===== config.mk =====
export PLATFORM = sky130hd
export DESIGN_NAME = uart_line_rx
export DESIGN_NICKNAME = d
export VERILOG_FILES = /design/src/rtl/uart_line_rx.sv
export SDC_FILE = /design/constraint.sdc
export NUM_CORES = 1
export LEC_CHECK = 0
export BUFFER_PORTS_ARGS = -buffer_cell sky130_fd_sc_hd__buf_2
export CAP_MARGIN = 20
export CORE_MARGIN = 2
export CORE_UTILIZATION = 49
export CTS_BUF_LIST = sky130_fd_sc_hd__clkbuf_8
export CTS_CLUSTER_SIZE = 14
export DETAILED_ROUTE_END_ITERATION = 10
export GPL_ROUTABILITY_DRIVEN = 0
export HOLD_SLACK_MARGIN = 0.12
export PLACE_DENSITY_LB_ADDON = 0.12
export RECOVER_POWER = 50
export SYNTH_ARGS = -nofsm -noshare
export SYNTH_HDL_FRONTEND = slang
export SYNTH_SLANG_ARGS = --single-unit

===== constraint.sdc =====
create_clock -name clk -period 2.6 [get_ports clk]
set_input_delay 0.13 -clock clk [delete_from_list [all_inputs] [get_ports clk]]
set_output_delay 0.13 -clock clk [all_outputs]
set_load 0.005 [all_outputs]

===== src/rtl/uart_line_rx.sv =====
// Receive-side line assembler: collects printable bytes from uart_rx up to CR/LF
// and holds the completed line for random-access reads until line_ack.
module uart_line_rx #(
    parameter int DEPTH = 32,
    parameter int AW    = $clog2(DEPTH)
) (
    input  logic          clk,
    input  logic          rst,
    input  logic [7:0]    rx_data,
    input  logic          rx_done,
    output logic          line_ready,
    output logic [AW:0]   line_len,
    input  logic [AW-1:0] rd_addr,
    output logic [7:0]    rd_data,
    input  logic          line_ack,
    output logic          overflow,
    output logic          dropped
);

    typedef enum logic {FILL, READY} state_t;

    localparam logic [AW:0] DEPTH_C = (AW+1)'(DEPTH);
    localparam logic [AW:0] ONE_C   = (AW+1)'(1);

    state_t        state_q, state_d;
    logic [AW:0]   count_q, count_d;
    logic [AW:0]   len_q, len_d;
    logic          ovf_q, ovf_d;
    logic          drop_q, drop_d;
    logic          wr_en;
    logic [AW-1:0] wr_addr;
    logic [7:0]    mem [DEPTH];

    always_ff @(posedge clk) begin
        if (rst) begin
            state_q <= FILL;
            count_q <= '0;
            len_q   <= '0;
            ovf_q   <= 1'b0;
            drop_q  <= 1'b0;
        end else begin
            state_q <= state_d;
            count_q <= count_d;
            len_q   <= len_d;
            ovf_q   <= ovf_d;
            drop_q  <= drop_d;
        end
    end

    always_comb begin
        state_d = state_q;
        count_d = count_q;
        len_d   = len_q;
        ovf_d   = ovf_q;
        drop_d  = 1'b0;
        wr_en   = 1'b0;
        wr_addr = count_q[AW-1:0];
        case (state_q)
            FILL: begin
                if (rx_done) begin
                    if (rx_data == 8'h0D || rx_data == 8'h0A) begin
                        // A terminator on an empty line (second half of CRLF) is swallowed
                        if (count_q != '0) begin
                            len_d   = count_q;
                            state_d = READY;
                        end
                    end else if (rx_data == 8'h08) begin
                        if (count_q != '0)
                            count_d = count_q - ONE_C;
                    end else if (count_q < DEPTH_C) begin
                        wr_en   = 1'b1;
                        count_d = count_q + ONE_C;
                    end else begin
                        ovf_d = 1'b1;
                    end
                end
            end
            READY: begin
                drop_d = rx_done;
                // Ack takes priority; a byte arriving with it is still discarded
                if (line_ack) begin
                    state_d = FILL;
                    count_d = '0;
                    len_d   = '0;
                    ovf_d   = 1'b0;
                end
            end
            default: state_d = FILL;
        endcase
    end

    // Buffer RAM is intentionally not reset
    always_ff @(posedge clk) begin
        if (wr_en && !rst)
            mem[wr_addr] <= rx_data;
    end

    always_ff @(posedge clk) begin
        if (rst)
            rd_data <= 8'h00;
        else
            rd_data <= mem[rd_addr];
    end

    assign line_ready = (state_q == READY);
    assign line_len   = len_q;
    assign overflow   = ovf_q;
    assign dropped    = drop_q;

endmodule

-- Yosys cells after proc, flatten, opt, wreduce, memory -nomap -nowiden
Memories as Yosys holds them, arrays and structs flattened. A register that Yosys moved wholly into a read port is not among the register bits.
Cells that the tools add are included.
- bits in registers: 15
- RAM bits: 256
- input port bits: 17
- output and inout port bits: 17
- memories kept: 1
- add/sub/neg operators: 2
- order comparisons: 1
- equal/unequal tests: 12
- muxes and demuxes: 29
- bitwise gates (word level): 1
- reduce and logical (&&, ||, !) cells: 8
- memory list (name ; words ; bits a word ; rd ports ; clocked after Yosys merged registers in ; wr ports ; RTL line ; text):
    mem ; 32 ; 8 ; 1 ; 1 ; 1 ; 32 ; logic [7:0] mem [DEPTH];
- operator list (cell ; number):
    two-way mux 6 bit ; 9
    == test 8 x 4 -> 1 bit, second input constant ; 3
    one-hot mux 6 bit (2 select lines) ; 2
    two-way mux 1 bit ; 16
    inequality test 2 bit, second input constant ; 7
    AND reduction 5 bit ; 2
    adder 6 x 1 -> 6 bit, second input constant ; 1
    < comparator 6 bit, second input constant ; 1
    inequality test 3 bit, second input constant ; 2
    nonzero test 6 bit ; 1
    subtractor 6 x 1 -> 6 bit, second input constant ; 1
    one-hot mux 1 bit (2 select lines) ; 2
    AND reduction 4 bit ; 1
    OR reduction 2 bit ; 1
    logical AND 1 bit ; 1
    logical NOT 1 bit ; 1
    logical OR 1 bit ; 1
    inverter 1 bit ; 1

-- Longest topological paths before layout
Gate-level depths: netlist of run 1.
- depth in word-level cells: 9
- mapped depth: 9
- mapped depth without buffers: 9

-- Least setup slack after synthesis of run 1
OpenSTA, ideal clock, no wires.
- path kind: input to register
- from: in rx_data[1]
- to: reg count_q[4]
- setup time: 0.101 ns
- arrival: 2.024 ns
- required time: 2.499 ns
- path slack: 0.475 ns
- cell stages on the path: 9
- path through: nor4b_2 nand2_2 xnor2_1 ha_1 or2_2 a311oi_1 a211oi_1 xnor2_1 o41ai_1
- word-level cells in the longest chain between the ends: 5
- elaborated cells between the ends (all ways): 12
- classes of those cells: eq/ne: 6; mux: 4; reduce/logical: 2
- ends and longest elaborated chain (item ; RTL line ; text):
    start, declared ; 9 ; input logic [7:0] rx_data,
    == test 8 x 4 -> 1 bit ; 67 ; end else if (rx_data == 8'h08) begin
    two-way mux 6 bit ; 67 ;
    two-way mux 6 bit ; 61 ; if (rx_data == 8'h0D || rx_data == 8'h0A) begin
    two-way mux 6 bit ; 60 ; if (rx_done) begin
    one-hot mux 6 bit (2 select lines) ; 58 ; case (state_q)
    end signal, assigned ; 43 ; count_q <= count_d;
    end, declared ; 26 ; logic [AW:0] count_q, count_d;
Parallel ways exist; a longest one is shown, timed or not. The select of a mux whose other input is x is not followed.
A chain may end at the register's enable or synchronous reset.

-- Worst setup path after layout of run 1
- from: in rx_data[6]
- to: mem mem[21][6], enable pin
- word-level cells in the longest chain between the ends: 8
- elaborated cells between the ends (all ways): 11
- classes of those cells: eq/ne: 3; mux: 6; reduce/logical: 2
- ends and longest elaborated chain (item ; RTL line ; text):
    == test 8 x 4 -> 1 bit (on tied branches) ; 67, 61 ;
    two-way mux 1 bit or logical OR 1 bit (tied branches) ; 67, 61 ;
    two-way mux 1 bit (*) ; 61 ;
    two-way mux 1 bit (*) ; 60 ;
    two-way mux 1 bit (*) ; 58 ;
    logical AND 1 bit (*) ; 94 ; if (wr_en && !rst)
    two-way mux 1 bit (*) ; 94 ;
    two-way mux 1 bit (not written as such) (*) ; 95 ; mem[wr_addr] <= rx_data;
    end, declared ; 32 ;
Mark *: on every way between the ends. The rest lies on a longest branch, timed or not.

==> qor.txt, run 1 <==
pin count of the biggest net entering global routing: 33
layout cell share with drive strength beyond 1: 31.7%
Design Area, Final: 0.0128 mm²
synthesized area per cell: 20.8 µm²
CP Data Arrival Time: 2.71 ns
Post-CTS Setup Inserts: 0
Setup Skew: 0.00907 ns
routed len/inst: 25.3 µm
Final Hold Vio Count: 0
Worst Path Required: 2.83 ns
fin worst setup slack: 0.127 ns
r2r worst-path depth: 6
# clock sinks: 279
Async SR Flop Fraction: 0%
Clock Path Buffers: 3
pre-CTS setup slack: 0.202 ns
Leak: 4.25 nW
Synth Cell Area: 0.0110 mm²
I/O pins: 34
first-pass GRT wire length: 37.2 mm
synthesis-stage register bit count: 279
Seq/Total Area, Yosys: 73.9%
area grow syn2layout: 16.2%
Routed Wire Length: 24.5 mm
peak supply drop: 0.360 mV
Die Area: 0.0237 mm²
Skew-Pair Late Insertion Delay: 0.54 ns
dpl cells: 874
worst hold path type: in -> reg
Max Slew Vio Count: 66
initial antenna violation count: 0
status: finished, violations left
RSZ-0062 raised after global routing: false
PortBufs: 33
Fmax achieved: 404 MHz
Tcrit/Tclk final: 95.1%
placed inst area: 0.0119 mm²
Die H: 154 µm
Worst-Margin Slew: 1.65 ns
gr busiest metal: met1
drc violations: 0
ANT cells: 0
final setup fails: 0
Root Driver: clkbuf_8
fin util: 58.3%
Num CTS Buffers: 46
Die X: 154 µm
hold path cells: 3
Pwr per Cell Area: 707 mW/mm²
Setup TNS: 0 ns
DRT iter0 DRCs: 482
Fill cells: 1633
post-synth cell types: 49
startpoint types: input pin
Non-Filler Instances: 970
yosys warns: 0
Worst slew margin: -10.0%
crit path max fanout: 8
hpwl dp: 16.5 mm
EDFF count, synth: 256
post-CTS resize count: 0
GRT overflow: 0
Placement Rows: 54
htree depth: 2
met1 Usage GRT: 32.9%
Synth Flop Type: edfxtp_1
First-pass DRT Iterations: 4
# nets final: 674
Max-Cap Viols: 3
CTS tree: done
GRT Util Overall: 21.4%
GR Layer Usage met3: 3.80%
Via Count: 5640
core area: 0.0220 mm²
routing usage on met2: 32.2%
drt via density: 5.81
cell count after synthesis: 531
Post-DRT Antenna Nets: 0
failing checks: max-capacitance violations, max-slew violations
Syn Nets: 552
crit end category: flop
final worst path period need: 2.47 ns
CP Class: in -> reg
initial core utilization: 50.2%
vias in the first global route: 5851
Clk pin slew, worst setup/hold paths: 0.06 ns
[per-stage QoR]
stage	total power, mW	hold slack (ns)
final	9.05	0.296
after global routing	9.35	0.287
after CTS	9.14	0.127
after detailed placement	5.56	0.381
after global placement	5.55	0.367
after floorplan	5.32	0.229
[sequential cells by signal (all words and copies together), names as in the netlist]
register / flops
mem: 256
rd_data: 8
count_q: 6
line_len: 6
dropped: 1
line_ready: 1
overflow: 1
[routing by layer]
metal  part of all wire, %  up-vias
li1                      -     2472
met1                    46     2958
met3                   6.1       35
met5                     0        -
met4                   1.5        0
met2                    46      175
[layout by cell type (no fill, tap or decap), types with 3 or more instances in the layout]
| cell type | count |
|---|---|
| edfxtp_1 | 256 |
| mux4_2 | 80 |
| clkbuf_8 | 49 |
| buf_4 | 45 |
| nor2_1 | 39 |
| inv_1 | 26 |
| clkbuf_1 | 24 |
| dfxtp_1 | 23 |
| buf_2 | 19 |
| dlygate4sd3_1 | 11 |
| nand3_1 | 8 |
| nand2_1 | 8 |
| a21oi_1 | 8 |
| a22o_1 | 8 |
| clkinv_1 | 6 |
| clkinv_2 | 6 |
| a211oi_1 | 5 |
| xnor2_1 | 4 |
| nand2b_1 | 4 |
| nand3b_1 | 4 |
| or2_2 | 4 |
| a31oi_1 | 4 |
| ha_1 | 4 |
| buf_12 | 4 |
| nor2b_1 | 3 |
[report_power, final]
part           internal (mW)  switching, mW
Combinational          0.223          0.301
Clock                   1.94           1.64
Sequential              4.93         0.0199
Total                   7.09           1.96
[path summary, 6_finish.rpt]
| check | endpoint | startpoint | slack, ns |
|---|---|---|---|
| max reg2reg | mem[21][6] | count_q[5] | 0.20 |
| max | mem[21][6] | rx_data[6] | 0.13 |
| min | rd_data[3] | rd_addr[3] | 0.30 |
| min reg2reg | line_len[3] | line_len[3] | 0.49 |
[final cells by class]
cell class | count | area, µm² | share of cell area, %
Timing Repair Buffer | 103 | 713 | 5.57
Clock inverter | 36 | 199 | 1.55
Multi-Input combinational cell | 218 | 2710 | 21.1
Inverter | 5 | 18.8 | 0.147
Sequential cell | 279 | 8150 | 63.6
Tap cell | 280 | 350 | 2.73
Clock buffer | 49 | 674 | 5.26
[kinds of logic after synthesis]
| group | after synthesis | share of synthesized area (%) |
|---|---|---|
| flops | 279 | 73.9 |
| simple gates | 84 | 3.90 |
| mux | 81 | 16.4 |
| compound gates | 45 | 3.44 |
| buf+inv | 34 | 1.55 |
| xor+xnor | 4 | 0.318 |
| fa+ha+maj | 4 | 0.454 |
[worst max-delay path, cell delays in order]
cell and delay, ns:
dlygate4sd3_1 0.56, buf_2 0.22, nor4b_2 0.08, nand2_2 0.15
ha_1 0.18, nor3b_1 0.67, nand3_1 0.31, nor2_1 0.19
buf_4 0.21
[cell usage after synthesis (all sizes together), types with 5 or more instances]
library cell    n  area share [%]
edfxtp        256              70
buf            15            0.91
a22o            8            0.64
mux4           80              16
nand3           8            0.36
nor2           39             1.3
clkbuf         14            0.48
inv             5            0.17
a211oi          5            0.34
dfxtp          23             4.2
a21oi           8            0.36
nand2           9            0.33
[repair_timing]
item / 4_1_cts / 5_1_grt
hold buffers: 11 / 0
hold endpoints to repair: 94 / 0
endpoints found under the setup margin: 0 / 0
No activity file was read; power rests on OpenSTA's default activity.
==> inputs of run 2 (changes only) <==
CORE_MARGIN = 5   (was 2)
==> run 2 against run 1 <==
Net effect: the run still ends with max-capacitance violations, max-slew violations left; clock-buffer cell count is 2 lower; cell area decreased by 0.57%; non-clock buffer count up 1; power decreased by 3.3%; worst hold slack lost 0.13 ns; critical path type unchanged; clock power fell by 7.8%; highest routed layer unchanged.
==> qor.txt, run 2 (synthesis gave the netlist of run 1 again) <==
Clock Path Buffers: 3 (unchanged)
Setup Skew: 0.0123 ns (was 0.00907 ns)
Placement Rows: 54 (unchanged)
# clock sinks: 279 (unchanged)
Worst Path Required: 3.02 ns (was 2.83 ns)
Die X: 160 µm (was 154 µm)
Root Driver: clkbuf_8 (unchanged)
initial antenna violation count: 0 (unchanged)
Setup crit start: rx_data[2] (was rx_data[6])
Final Power: 8.75 mW (was 9.05 mW)
First-pass DRT Iterations: 5 (was 4)
ANT cells: 0 (unchanged)
peak supply drop: 0.434 mV (was 0.360 mV)
fin worst setup slack: 0.117 ns (was 0.127 ns)
Worst-Margin Slew: 1.68 ns (was 1.65 ns)
routed len/inst: 24.5 µm (was 25.3 µm)
Fill cells: 1638 (was 1633)
PortBufs: 33 (unchanged)
GRT overflow: 0 (unchanged)
CP Data Arrival Time: 2.91 ns (was 2.71 ns)
pin count of the biggest net entering global routing: 45 (was 33)
CP Class: in -> reg (unchanged)
Die Area: 0.0256 mm² (was 0.0237 mm²)
Largest Register: mem (unchanged)
first-pass GRT wire length: 36.6 mm (was 37.2 mm)
pre-CTS setup slack: 0.232 ns (was 0.202 ns)
core area: 0.0220 mm² (unchanged)
vias in the first global route: 5861 (was 5851)
Pwr per Cell Area: 687 mW/mm² (was 707 mW/mm²)
Skew-Pair Late Insertion Delay: 0.53 ns (was 0.54 ns)
most used cells in the layout excluding fill and tap cells: edfxtp_1 (256), mux4_2 (80), buf_4 (48), clkbuf_8 (47), nor2_1 (39) (was edfxtp_1 (256), mux4_2 (80), clkbuf_8 (49), buf_4 (45), nor2_1 (39))
initial core utilization: 50.2% (unchanged)
Tcrit/Tclk final: 95.5% (was 95.1%)
I/O pins: 34 (unchanged)
Sequential Area: 0.00815 mm² (unchanged)
Via Count: 5591 (was 5640)
max reg flops: 256 (unchanged)
r2r endpoint: mem[8][4] (was mem[21][6])
Max-Cap Viols: 3 (unchanged)
drt via density: 5.78 (was 5.81)
Routed Wire Length: 23.7 mm (was 24.5 mm)
Post-DRT Antenna Nets: 0 (unchanged)
worst reg2reg startpoint: count_q[5] (unchanged)
Worst slew margin: -11.7% (was -10.0%)
hpwl dp: 15.6 mm (was 16.5 mm)
crit path max fanout: 9 (was 8)
htree depth: 2 (unchanged)
final worst path period need: 2.48 ns (was 2.47 ns)
drc violations: 0 (unchanged)
failing checks: max-capacitance violations, max-slew violations (unchanged)
final setup fails: 0 (unchanged)
r2r worst-path depth: 6 (unchanged)
DRT iter0 DRCs: 463 (was 482)
CTS tree: done (unchanged)
worst hold path type: in -> reg (unchanged)
Num CTS Buffers: 45 (was 46)
startpoint types: input pin (unchanged)
crit end category: flop (unchanged)
Final Hold Vio Count: 0 (unchanged)
layout cell share with drive strength beyond 1: 31.7% (about the same)
Die H: 160 µm (was 154 µm)
Multi-input gate area: 0.00271 mm² (about the same)
Clk pin slew, worst setup/hold paths: 0.06 ns (about the same)
commonest non-fill, non-tap cell in the layout: edfxtp_1 (unchanged)
Leak: 4.19 nW (was 4.25 nW)
Fmax achieved: 403 MHz (was 404 MHz)
biggest regs: mem x256, rd_data x8 (unchanged)
status: finished, violations left (unchanged)
# nets final: 674 (unchanged)
R2R Setup Slk: 0.46 ns (was 0.20 ns)
GRT Util Overall: 19.1% (was 21.4%)
area grow syn2layout: 15.5% (was 16.2%)
Max Slew Vio Count: 97 (was 66)
Setup TNS: 0 ns (unchanged)
RSZ-0062 raised after global routing: false (unchanged)
CP Capture Point: count_q[4] (was mem[21][6])
-- run 2: what timing repair did --
item	CTS	global route
resized for setup	0	1
endpoints found under the hold margin	45	0
setup buffers	0	6
hold buffers	10	0
setup endpoints to repair	0	93
-- run 2: through the flow --
step	util [%]	cell area (µm²)	hold slack, ns	std cells
detailed placement	54.0	11900	0.368	870
floorplan	-	11000	0.229	531
global placement	54.0	11900	0.364	870
CTS	58.0	12700	0.122	961
global route	58.0	12700	0.180	967
finish	58.0	12700	0.161	967
-- run 2: worst min-delay path by stage --
stage | from | to | depth (start not counted)
after floorplan | rx_data[0] | mem[0][0] | 0
after global placement | line_ack | overflow | 2
after detailed placement | line_ack | overflow | 2
after CTS | rx_data[3] | line_len[2] | 5
after global routing | rx_data[3] | line_len[3] | 5
final | rx_data[3] | line_len[4] | 5
-- run 2: per-layer routing --
layer	routed length, µm	track usage, %	part of all wire [%]	up-vias
li1	-	-	-	2471
met3	1370	3.35	5.8	52
met5	0	0	0	-
met2	10800	28.1	45	195
met1	10900	29.2	46	2873
met4	727	6.84	3.1	0
-- run 2: power by group --
| part | leakage (nW) | internal [mW] | switching [mW] | total (mW) |
|---|---|---|---|---|
| registers | 2.49 | 4.93 | 0.0191 | 4.95 |
| clock network | 0.469 | 1.68 | 1.62 | 3.30 |
| logic | 1.23 | 0.219 | 0.295 | 0.514 |
-- run 2: final cells by class --
type | instances | share of cell area, %
Clock inverter | 34 | 1.13
Multi-Input combinational cell | 218 | 21.3
Timing Repair Buffer | 104 | 5.64
Tap cell | 280 | 2.75
Inverter | 5 | 0.147
Sequential cell | 279 | 64.0
Clock buffer | 47 | 5.08
-- run 2: worst max-delay path, stage by stage --
cell and delay, ns:
dlygate4sd3_1 0.59, buf_2 0.21, nor4_2 0.35, nand2_2 0.19, xnor2_1 0.17, ha_1 0.22, or2_2 0.29, a311oi_1 0.27
a211oi_1 0.10, xnor2_1 0.15, o41ai_1 0.23
==> inputs of run 3 (changes only) <==
clock period = 2.01 ns   (was 2.6 ns; I/O delays follow)
==> run 3 against run 2 <==
Net effect: the flow finishes with violations (negative setup slack); register-to-register slack lost 0.53 ns; largest power group unchanged; clock power is 34% higher; critical endpoint is now mem[28][2]; power rose by 32%; routed wire length rose by 1.2%; highest routed layer unchanged; critical path depth decreased by 6; clock-buffer cell count stayed put; non-clock buffer count rose by 17; combinational power rose by 44%.
==> qor.txt, run 3 (synthesis gave the netlist of run 1 again) <==
status: finished, violations left (unchanged)
failing checks: negative setup slack (was max-capacitance violations, max-slew violations)
met1 wire length: 10.7 mm (was 10.9 mm)
Worst Path Required: 2.17 ns (was 3.02 ns)
CP Data Arrival Time: 2.24 ns (was 2.91 ns)
DR top layer: met4 (unchanged)
drt via density: 5.77 (was 5.78)
worst reg2reg startpoint: line_ready (was count_q[5])
switching power: 2.54 mW (was 1.93 mW)
Fmax achieved: 482 MHz
Die Area: 0.0256 mm² (unchanged)
r2r endpoint: mem[28][2] (was mem[8][4])
final worst path period need: 2.08 ns
# clock sinks: 279 (unchanged)
Clock Path Buffers: 3 (unchanged)
I/O pins: 34 (unchanged)
Hold WS: 0.209 ns (was 0.161 ns)
met3 WL: 1.39 mm (was 1.37 mm)
initial core utilization: 50.2% (unchanged)
final setup fails: 48 (was 0)
Post-CTS Setup Inserts: 0 (unchanged)
switching part of the total: 22.0% (was 22.1%)
Via Count: 5691 (was 5591)
Internal: 9.00 mW (was 6.82 mW)
hpwl dp: 16.0 mm (was 15.6 mm)
htree depth: 2 (unchanged)
biggest regs: mem x256, rd_data x8 (unchanged)
Num CTS Buffers: 45 (unchanged)
ANT cells: 0 (unchanged)
Die H: 160 µm (unchanged)
Final Hold Vio Count: 0 (unchanged)
Worst-Margin Slew: 1.45 ns (was 1.68 ns)
Clk pin slew, worst setup/hold paths: 0.07 ns (was 0.06 ns)
peak supply drop: 0.623 mV (was 0.434 mV)
min-delay src: rx_data[3] (unchanged)
Routed Wire Length: 24.0 mm (was 23.7 mm)
layout cell share with drive strength beyond 1: 35.6% (was 31.7%)
PortBufs: 33 (unchanged)
routed len/inst: 24.3 µm (was 24.5 µm)
worst hold path type: in -> reg (unchanged)
CP Class: reg -> reg (was in -> reg)
hold path endpoint: line_ready (was line_len[4])
Die X: 160 µm (unchanged)
Flop pwr share: 55.3% (was 56.5%)
RSZ-0062 raised after global routing: true (was false)
fin util: 59.4% (was 58.0%)
R2R Setup Slk: -0.07 ns (was 0.46 ns)
CTS tree: done (unchanged)
DRT iter0 DRCs: 412 (was 463)
First-pass DRT Iterations: 4 (was 5)
vias in the first global route: 6008 (was 5861)
Met2 Wirelength: 11.4 mm (was 10.8 mm)
Pwr per Cell Area: 885 mW/mm² (was 687 mW/mm²)
Setup Skew: 0.0202 ns (was 0.0123 ns)
Setup TNS: -1.48 ns (was 0 ns)
Largest Register: mem (unchanged)
core area: 0.0220 mm² (unchanged)
Root Driver: clkbuf_8 (unchanged)
Max-Cap Viols: 0 (was 3)
combinational power share: 6.4% (was 5.9%)
crit path max fanout: 8 (was 9)
Skew-Pair Late Insertion Delay: 0.55 ns (was 0.53 ns)
Tcrit/Tclk final: 103%
Worst slew margin: 3.27% (was -11.7%)
Leak: 4.35 nW (was 4.19 nW)
hold path cells: 6 (was 5)
pin count of the biggest net entering global routing: 33 (was 45)
initial antenna violation count: 0 (unchanged)
Placement Rows: 54 (unchanged)
drc violations: 0 (unchanged)
startpoint types: flop (was input pin)
GRT Util Overall: 19.3% (was 19.1%)
r2r worst-path depth: 5 (was 6)
Clk pwr share: 38.2% (was 37.6%)
GRT overflow: 0 (unchanged)
Max Slew Vio Count: 0 (was 97)
Post-DRT Antenna Nets: 0 (unchanged)
first-pass GRT wire length: 36.9 mm (was 36.6 mm)
fin worst setup slack: -0.0662 ns (was 0.117 ns)
crit end category: flop (unchanged)
# nets final: 691 (was 674)
area grow syn2layout: 18.3% (was 15.5%)
most used cells in the layout excluding fill and tap cells: edfxtp_1 (256), mux4_2 (80), buf_4 (59), clkbuf_8 (47) (was edfxtp_1 (256), mux4_2 (80), buf_4 (48), clkbuf_8 (47), nor2_1 (39))
max reg flops: 256 (unchanged)
commonest non-fill, non-tap cell in the layout: edfxtp_1 (unchanged)
-- run 3: cell count changes in the layout (fill, tap and decap cells not counted), sizes merged --
cell and delta:
buf +27, bufinv +1, clkbuf -13, clkinv +3, clkinvlp -1, dlygate4sd3 +3
-- run 3: stage by stage --
step | instances | cell area, µm² | setup slack [ns] | power (mW)
CTS | 987 | 13000 | -0.0697 | 11.7
global placement | 890 | 12100 | -0.242 | 7.21
detailed placement | 890 | 12100 | -0.316 | 7.23
floorplan | 531 | 11000 | -0.0241 | 6.88
finish | 987 | 13000 | -0.0662 | 11.5
global route | 987 | 13000 | -0.216 | 12.0
-- run 3: repair_timing --
item / in CTS / in global routing
pin swaps: 0 / 3
gates cloned: 0 / 0
endpoints found under the hold margin: 137 / 0
setup endpoints to repair: 71 / 117
hold buffers: 13 / 0
resized for setup: 6 / 11
-- run 3: worst max-delay path, cell delays in order, from the launching register on --
cell and delay (ns):
dfxtp_1 0.31, nand2b_1 0.19, nor3b_1 0.23, buf_4 0.18, nand3_1 0.15, nor2_1 0.64
-- run 3: area by class of cell --
type,count,area [µm²]
clock inverter,37,174
inverter,5,18.8
timing repair buffer,121,913
tap,280,350
fill,1600,8920
clock buffer,47,647
sequential,279,8150
multi-input combinational,218,2790
-- run 3: metal layers --
| metal | GRT usage, % | up-vias |
|---|---|---|
| met4 | 5.28 | 0 |
| met3 | 3.74 | 40 |
| met5 | 0 | - |
| met1 | 28.2 | 2944 |
| met2 | 30.1 | 197 |
| li1 | - | 2510 |
-- run 3: how the worst max path moves through the flow --
| stage | from | to | slack, ns | depth (start not counted) |
|---|---|---|---|---|
| 4_1_cts | line_ready | mem[30][4] | -0.07 | 5 |
| 2_1_floorplan | line_ready | mem[23][0] | -0.02 | 5 |
| 5_1_grt | line_ready | mem[28][4] | -0.22 | 5 |
| 6_report | line_ready | mem[28][2] | -0.07 | 5 |
| 3_5_place_dp | rx_data[2] | mem[23][3] | -0.32 | 8 |
| 3_3_place_gp | rx_data[2] | mem[23][0] | -0.24 | 8 |
-- run 3: power by group through the flow --
stage	Clock [mW]	Combinational (mW)	Sequential, mW
floorplan	0	0.376	6.51
global placement	0	0.708	6.50
detailed placement	0	0.723	6.50
CTS	4.52	0.749	6.38
global route	4.81	0.793	6.39
finish	4.41	0.742	6.39
